<file path="src/rtl/ysyx_23060020_pkg.sv">
// Shared types and constants for the instruction fetch unit.
package ysyx_23060020_pkg;

  // Fetch FSM states: waiting for a request, address phase, data phase,
  // presenting the result to the core.
  typedef enum logic [1:0] {
    IDLE = 2'd0,
    ADDR = 2'd1,
    DATA = 2'd2,
    RESP = 2'd3
  } ifu_state_t;

  // addi x0,x0,0 -- driven on instw whenever no instruction is presented
  localparam logic [31:0] NOP_INST = 32'h00000013;

  // AXI-lite OKAY response code
  localparam logic [1:0] RESP_OKAY = 2'b00;

endpackage

</file>
<file path="src/rtl/ysyx_23060020_ifu_buf.sv">
// One-entry last-fetch buffer: remembers the most recent successful fetch so
// that a repeated fetch of the same pc can be answered without the bus.
module ysyx_23060020_ifu_buf #(
  parameter int unsigned          ADDR_W   = 32,
  parameter int unsigned          DATA_W   = 32,
  parameter logic [DATA_W-1:0]    NOP_INST = ysyx_23060020_pkg::NOP_INST
) (
  input  logic              clk,
  input  logic              rst,
  input  logic [ADDR_W-1:0] lookup_pc,
  output logic              hit,
  output logic [DATA_W-1:0] hit_data,
  input  logic              fill,
  input  logic [ADDR_W-1:0] fill_pc,
  input  logic [DATA_W-1:0] fill_data,
  input  logic              inval
);

  logic              valid_reg;
  logic [ADDR_W-1:0] pc_reg;
  logic [DATA_W-1:0] data_reg;

  // Invalidate wins over fill; the FSM never requests both in one cycle.
  always_ff @(posedge clk or posedge rst) begin
    if (rst) begin
      valid_reg <= 1'b0;
      pc_reg    <= '0;
      data_reg  <= NOP_INST;
    end else if (inval) begin
      valid_reg <= 1'b0;
    end else if (fill) begin
      valid_reg <= 1'b1;
      pc_reg    <= fill_pc;
      data_reg  <= fill_data;
    end
  end

  assign hit      = valid_reg && (lookup_pc == pc_reg);
  assign hit_data = data_reg;

endmodule

</file>
<file path="src/rtl/ysyx_23060020_ifu.sv">
// Instruction fetch unit: answers core fetch requests from a one-entry
// buffer or via a single-beat AR/R read, and hands the word back with a
// valid/ready handshake. Every output is a register.
module ysyx_23060020_ifu
  import ysyx_23060020_pkg::*;
#(
  parameter int unsigned       ADDR_W   = 32,
  parameter int unsigned       DATA_W   = 32,
  parameter logic [DATA_W-1:0] NOP_INST = ysyx_23060020_pkg::NOP_INST
) (
  input  logic              clk,
  input  logic              rst,
  input  logic [ADDR_W-1:0] pc,
  input  logic              fetch_req,
  input  logic              inst_ready,
  input  logic              flush,
  output logic [DATA_W-1:0] instw,
  output logic              inst_valid,
  output logic              fetch_err,
  output logic [ADDR_W-1:0] mem_araddr,
  output logic              mem_arvalid,
  input  logic              mem_arready,
  input  logic [DATA_W-1:0] mem_rdata,
  input  logic [1:0]        mem_rresp,
  input  logic              mem_rvalid,
  output logic              mem_rready
);

  ifu_state_t        state_reg, state_next;
  logic              drop_reg, drop_next;
  logic [DATA_W-1:0] instw_reg, instw_next;
  logic              valid_reg, valid_next;
  logic              err_reg, err_next;
  logic [ADDR_W-1:0] araddr_reg, araddr_next;
  logic              arvalid_reg, arvalid_next;
  logic              rready_reg, rready_next;

  logic              buf_hit;
  logic [DATA_W-1:0] buf_data;
  logic              buf_fill;
  logic              buf_inval;

  // mem_araddr doubles as the captured request pc: it is written only in
  // IDLE and stays put until the next miss, so it names the fill address.
  ysyx_23060020_ifu_buf #(
    .ADDR_W   (ADDR_W),
    .DATA_W   (DATA_W),
    .NOP_INST (NOP_INST)
  ) u_buf (
    .clk       (clk),
    .rst       (rst),
    .lookup_pc (pc),
    .hit       (buf_hit),
    .hit_data  (buf_data),
    .fill      (buf_fill),
    .fill_pc   (araddr_reg),
    .fill_data (mem_rdata),
    .inval     (buf_inval)
  );

  // State and output registers.
  always_ff @(posedge clk or posedge rst) begin
    if (rst) begin
      state_reg   <= IDLE;
      drop_reg    <= 1'b0;
      instw_reg   <= NOP_INST;
      valid_reg   <= 1'b0;
      err_reg     <= 1'b0;
      araddr_reg  <= '0;
      arvalid_reg <= 1'b0;
      rready_reg  <= 1'b0;
    end else begin
      state_reg   <= state_next;
      drop_reg    <= drop_next;
      instw_reg   <= instw_next;
      valid_reg   <= valid_next;
      err_reg     <= err_next;
      araddr_reg  <= araddr_next;
      arvalid_reg <= arvalid_next;
      rready_reg  <= rready_next;
    end
  end

  // Next-state and next-output logic for the fetch FSM.
  always_comb begin
    state_next   = state_reg;
    drop_next    = drop_reg;
    instw_next   = instw_reg;
    valid_next   = valid_reg;
    err_next     = err_reg;
    araddr_next  = araddr_reg;
    arvalid_next = arvalid_reg;
    rready_next  = rready_reg;
    buf_fill     = 1'b0;
    buf_inval    = 1'b0;

    case (state_reg)
      IDLE: begin
        if (flush) begin
          buf_inval = 1'b1;
        end else if (fetch_req) begin
          if (pc[1:0] != 2'b00) begin
            instw_next = NOP_INST;
            err_next   = 1'b1;
            valid_next = 1'b1;
            state_next = RESP;
          end else if (buf_hit) begin
            instw_next = buf_data;
            err_next   = 1'b0;
            valid_next = 1'b1;
            state_next = RESP;
          end else begin
            araddr_next  = pc;
            arvalid_next = 1'b1;
            state_next   = ADDR;
          end
        end
      end

      ADDR: begin
        // A flush only marks the response for discard; the address stays
        // offered until the slave takes it.
        if (flush) begin
          buf_inval = 1'b1;
          drop_next = 1'b1;
        end
        if (mem_arready) begin
          arvalid_next = 1'b0;
          rready_next  = 1'b1;
          state_next   = DATA;
        end
      end

      DATA: begin
        if (flush) begin
          buf_inval = 1'b1;
          drop_next = 1'b1;
        end
        if (mem_rvalid && rready_reg) begin
          rready_next = 1'b0;
          if (drop_reg || flush) begin
            drop_next  = 1'b0;
            state_next = IDLE;
          end else begin
            valid_next = 1'b1;
            state_next = RESP;
            if (mem_rresp == RESP_OKAY) begin
              buf_fill   = 1'b1;
              instw_next = mem_rdata;
              err_next   = 1'b0;
            end else begin
              instw_next = NOP_INST;
              err_next   = 1'b1;
            end
          end
        end
      end

      RESP: begin
        // flush takes priority over a simultaneous consume
        if (flush || inst_ready) begin
          buf_inval  = flush;
          valid_next = 1'b0;
          instw_next = NOP_INST;
          err_next   = 1'b0;
          state_next = IDLE;
        end
      end

      default: state_next = IDLE;
    endcase
  end

  assign instw       = instw_reg;
  assign inst_valid  = valid_reg;
  assign fetch_err   = err_reg;
  assign mem_araddr  = araddr_reg;
  assign mem_arvalid = arvalid_reg;
  assign mem_rready  = rready_reg;

endmodule

</file>
<file path="config.mk">
export PLATFORM = sky130hd
export DESIGN_NAME = ysyx_23060020_ifu
export DESIGN_NICKNAME = d
export VERILOG_FILES = /design/src/rtl/ysyx_23060020_pkg.sv /design/src/rtl/ysyx_23060020_ifu_buf.sv /design/src/rtl/ysyx_23060020_ifu.sv
export SDC_FILE = /design/constraint.sdc
export NUM_CORES = 1
export LEC_CHECK = 0
export CAP_MARGIN = 0
export CORE_MARGIN = 3
export CORE_UTILIZATION = 41
export CTS_BUF_LIST = sky130_fd_sc_hd__clkbuf_8
export DETAILED_ROUTE_END_ITERATION = 6
export PLACE_DENSITY = 0.66
export SLEW_MARGIN = 20
export SYNTH_ARGS = -nofsm -noshare
export SYNTH_HDL_FRONTEND = slang
export SYNTH_SLANG_ARGS = --single-unit
</file>
<file path="constraint.sdc">
create_clock -name clk -period 4.4 [get_ports clk]
set_input_delay 0.88 -clock clk [delete_from_list [all_inputs] [get_ports clk]]
set_output_delay 0.88 -clock clk [all_outputs]
set_load 0.01 [all_outputs]
</file>
# After elaboration in Yosys (flattened, before gate mapping)
# Index checks and enable logic that the tools add are counted.
classes:
  eq_ne: 13
  n_mux: 56
  bitwise: 4
  n_reduce_logical: 18
op_table:
  columns: ["op", "n"]
  rows:
  - ["2-to-1 mux 32 bit", 8]
  - ["one-hot mux 32 bit (3 select lines)", 1]
  - ["equality test 32 bit", 1]
  - ["2-to-1 mux 1 bit", 32]
  - ["2-to-1 mux 2 bit", 8]
  - ["inequality test 2 bit (second input constant)", 8]
  - ["AND reduction 5 bit", 2]
  - ["one-hot mux 1 bit (2 select lines)", 4]
  - ["one-hot mux 2 bit (4 select lines)", 1]
  - ["nonzero test 2 bit", 4]
  - ["AND reduction 7 bit", 1]
  - ["one-hot mux 1 bit (3 select lines)", 2]
  - ["AND reduction 6 bit", 1]
  - ["equality test 2 bit (second input constant)", 2]
  - ["zero test 2 bit", 2]
  - ["NOT 1 bit", 4]
  - ["inequality test 3 bit (second input constant)", 1]
  - ["AND reduction 3 bit", 1]
  - ["nonzero test 3 bit", 1]
  - ["OR reduction 3 bit", 1]
  - ["equality test 2 x 1 -> 1 bit (second input constant)", 1]
  - ["logical AND 1 bit", 2]
  - ["logical OR 1 bit", 2]
  - ["AND reduction 2 bit", 1]
word_totals:
  reg_bits: 136

# Logic depth before layout (Yosys ltp)
logic_depth:
  ltp_word: 7
  mapped_depth: 10

# Cells and area by module
# Synthesis repeated with hierarchy kept, for this count alone.
unflattened:
  hier_cells: 452
  hier_area_um2: 6105.9
by_module_without_submodules:
  columns: ["module", "n_inst", "cells_per_inst", "area_each_um2", "seq_area_each_um2"]
  rows:
  - ["ysyx_23060020_ifu", 1, 268, 3303.2, 1780.5]
  - ["ysyx_23060020_ifu_buf", 1, 184, 2802.7, 1630.3]

# Worst setup path after synthesis
# No wires, ideal clock.
synth_path:
  kind: "input -> register"
  start: "input port flush"
  end: "register instw_reg[16], in the netlist instw[16]"
  setup_ns: 0.131
  arrival_time_ns: 2.360
  t_required_ns: 4.269
  slack_ns: 1.910
  stages: 8
  n_path_buf: 3
  path_cell_list: "nand4bb_1 > a221o_1 > clkbuf_1 > or2_1 > buf_6 > buf_6 > a221oi_1 > nand3_1"
synth_via:
  elab_chain_len: 3
  elab_cells_between_ends: 6
  cone_classes: "eq/ne: 3; reduce/logical: 3"
synth_lines:
  columns: ["item", "line_no", "source"]
  rows:
  - ["start: declaration", "ysyx_23060020_ifu.sv:16", "input logic flush,"]
  - ["logical OR 1 bit, on equally long branches", "ysyx_23060020_ifu.sv:141, ysyx_23060020_ifu.sv:161", null]
  - ["inequality test 2 bit (no line)", null, null]
  - ["AND reduction 7 bit (no line) *", null, null]
  - ["end signal: assignment", "ysyx_23060020_ifu.sv:75", "instw_reg <= instw_next;"]
  - ["end: declaration", "ysyx_23060020_ifu.sv:31", "logic [DATA_W-1:0] instw_reg, instw_next;"]
# Every way passes the cells marked *; elsewhere a longest branch is shown, timed or not.
# A chain may end at the register's enable or synchronous reset.

# Worst setup path after layout
layout_path:
  start: "input port pc[8]"
  end: "register araddr_reg[18], in the netlist mem_araddr[18]"
layout_via:
  elab_chain_len: 4
layout_lines:
  columns: ["item", "line_no", "source"]
  rows:
  - ["start: declaration", "ysyx_23060020_ifu.sv:13", "input logic [ADDR_W-1:0] pc,"]
  - ["equality test 32 bit", "ysyx_23060020_ifu_buf.sv:38", "assign hit = valid_reg && (lookup_pc == pc_reg);"]
  - ["logical AND 1 bit", "ysyx_23060020_ifu_buf.sv:38", null]
  - ["NOT 1 bit (no line)", null, null]
  - ["AND reduction 5 bit (no line)", null, null]
  - ["end signal: assignment", "ysyx_23060020_ifu.sv:78", "araddr_reg <= araddr_next;"]
  - ["end: declaration", "ysyx_23060020_ifu.sv:34", "logic [ADDR_W-1:0] araddr_reg, araddr_next;"]
# No other way between the ends.

==> impl_metrics.env <==
export IMPL_synth_area_um2=8180
export IMPL_n_antenna_cell=0
export IMPL_drc_errors=0
export IMPL_synth_compound_area_share_pct=20.8
export IMPL_cap_violations=0
export IMPL_hold_path_class="reg -> reg"
export IMPL_crit_slowest_cell="nor4_1"
export IMPL_status="finished clean"
export IMPL_antenna_left=0
export IMPL_yosys_warnings=0
export IMPL_crit_path_end_kind="flip-flop"
export IMPL_num_vias=7315
export IMPL_synth_edf_count=0
export IMPL_path_clk_slew_ps=80
export IMPL_regToRegSetupSlack_ps=1720
export IMPL_cts_setup_buffers=0
export IMPL_port_buffers=140
export IMPL_dieArea_um2=21700
export IMPL_antenna_found_initial=0
export IMPL_path_cells="clkdlybuf4s50_1 -> xor2_1 -> nor4_1 -> nand4_1 -> nor2_2 -> buf_4 -> o211ai_1"
export IMPL_drv_slew=0
export IMPL_finalCritPeriodShare_pct=69.5
export IMPL_worstPathRequired_ps=4720
export IMPL_drtIter0Drc=553
export IMPL_synth_seq_cells=136
export IMPL_ys_async_sr_fraction_pct=100
export IMPL_met1_usage_pct=30.6
export IMPL_skew_ps=11.8
export IMPL_hold_slack_ps=509
export IMPL_arrival_ps=3370
export IMPL_cts_resized=0
export IMPL_place_inst=1146
export IMPL_die_h_um=147
export IMPL_cts_tree="built"
export IMPL_tns_ps=0
export IMPL_synth_fa_ha_area_share_pct=0.765
export IMPL_ctsLongestPathBuffers=2
export IMPL_fmax_ghz=0.327
export IMPL_power_per_cell_area_nw_per_um2=547
export IMPL_path_max_fanout=30
export IMPL_yosys_area_share_simple_pct=18.9
export IMPL_min_period_ps=3060
export IMPL_cp_start_kind="input pin"
export IMPL_criticalPathCategory="in -> reg"
export IMPL_h_tree_depth=4
export IMPL_firstDrtPassIters=5
export IMPL_muxShareOfSynthArea_pct=8.66
export IMPL_max_stage_delay_ps=600
export IMPL_initial_core_util_pct=41.9
export IMPL_busiest_layer="met2"
export IMPL_root_buffer="clkbuf_8"
export IMPL_syn_inst=823
export IMPL_mappedNetlistNets=901
export IMPL_peakVddDrop_v=0.000511
export IMPL_rows=51
export IMPL_die_width_um=147
export IMPL_met3_usage_pct=4.63
export IMPL_synth_xor_area_share_pct=3.43
export IMPL_wl_um=23800
export IMPL_grt_pass1_wl_um=38800
export IMPL_gp_routability_congestion=0.787
export IMPL_yosysUniqueCellTypes=46
export IMPL_grt_util_met2_pct=33.8
export IMPL_grt_use_total_pct=21.9
export IMPL_grt_max_degree=137
export IMPL_vias_per_cell=6.21
export IMPL_syn_avg_cell_area_um2=9.94
export IMPL_drive_above_1_share_pct=16.8
export IMPL_setup_viol=0
export IMPL_clk_insertion_delay_late_ps=450
export IMPL_grt_ovfl_total=0
export IMPL_tightest_slew_ps=1010
export IMPL_stdcell_count=1178
export IMPL_ios=141
export IMPL_p_leak_nw=4.05
export IMPL_hold_viol_final=0
export IMPL_utilization_pct=51.9
export IMPL_final_net_count=978
export IMPL_grt_pass1_vias=7197
export IMPL_hold_buffers=0
export IMPL_synth_flop_cell="dfrtp_1"
export IMPL_core_um2=19500
export IMPL_syn2layout_area_growth_pct=23.9
export IMPL_ys_seq_area_share_pct=41.7
export IMPL_hpwl_um=14300
export IMPL_numCtsBuffers=17
export IMPL_synth_top_family_by_area="compound AO/OA/AOI/OAI gates"
export IMPL_routedWlPerCell_um=20.2
export IMPL_rsz0062_at_grt="no"
export IMPL_cts_sinks=136
export IMPL_max_slew_margin_pct=32.8
==> critical path, delay by kind of cell <==
| kind | cells | cell delay, ps |
|---|---|---|
| AOI/OAI and AO/OA | 1 | 160 |
| buffers and inverters | 2 | 820 |
| xor gates and xnor gates | 1 | 170 |
| and+or+nand+nor | 3 | 1320 |
==> report_power, final <==
group,switching [W],internal (W)
registers,0.000380,0.00168
clock network,0.000518,0.000627
logic,0.00118,0.00116
==> path summary, 6_finish.rpt <==
kind / start / endpoint / cells past startpoint
max: pc[8] / mem_araddr[18] / 7
min: u_buf.hit_data[25] / u_buf.hit_data[25] / 1
max reg2reg: state_reg[0] / u_buf.pc_reg[2] / 5
min reg2reg: u_buf.hit_data[25] / u_buf.hit_data[25] / 1
max in group asynchronous: rst / mem_araddr[21] / 3
min in group asynchronous: rst / mem_araddr[8] / 3
==> kinds of logic (layout without fill, tap and decap cells) <==
group,after synthesis,in the layout
multiplexers,63,63
AND/OR/NAND/NOR,268,268
flip-flops,136,136
adder cells (fa/ha/maj),5,5
XOR/XNOR,32,32
buffers and inverters,107,197
AO/OA/AOI/OAI,212,212
==> area by class of cell <==
| type | instances | area [um2] |
|---|---|---|
| tap | 265 | 332 |
| sequential | 136 | 3410 |
| clock inverter | 14 | 180 |
| inverter | 7 | 30.0 |
| timing repair buffer | 158 | 1590 |
| fill | 1831 | 9400 |
| clock buffer | 18 | 248 |
| multi-input combinational | 580 | 4340 |
==> stage by stage <==
step                      power [W]  worst slack, ps  cell area [um2]
after floorplan             0.00347             1830             8180
after global placement      0.00438              934             9700
after detailed placement    0.00442              885             9700
after CTS                   0.00557             1410            10100
after global routing        0.00588             1060            10100
final                       0.00554             1340            10100
==> placed cells by master, fill, tap and decap left out, drive strengths merged, types with 6 or more instances in the layout <==
master,instances
a22oi,29
inv,6
dfstp,6
nor4,42
clkdlybuf4s50,140
clkbuf,18
a21boi,31
dfrtp,130
nand2,6
buf,18
nor3,36
mux2,62
a41oi,31
o211ai,30
o21ai,43
xor2,31
nand4,65
a221oi,34
clkinv,9
and2,34
nand3,68
==> cell usage after synthesis, drive strengths merged (5+ instances only) <==
master	instances	share of area (%)
a21boi	31	2.8
a221oi	34	5.2
a22oi	29	2.7
a41oi	31	3.3
and2	34	2.6
buf	23	1.9
clkbuf	77	3.5
dfrtp	130	40
dfstp	6	1.9
ha	5	0.77
inv	7	0.32
mux2	62	8.5
nand2	6	0.28
nand3	68	4.2
nand4	65	5.0
nor3	36	2.2
nor4	42	3.2
o211ai	30	2.8
o21ai	43	2.6
xor2	31	3.3
==> metal layers <==
| layer | routed length, um | part of all wire (%) |
|---|---|---|
| met1 | 10800 | 45 |
| met2 | 11100 | 47 |
| met3 | 1290 | 5.4 |
| met4 | 580 | 2.4 |
| met5 | 0 | 0 |
No activity file was read; power rests on OpenSTA's default activity.
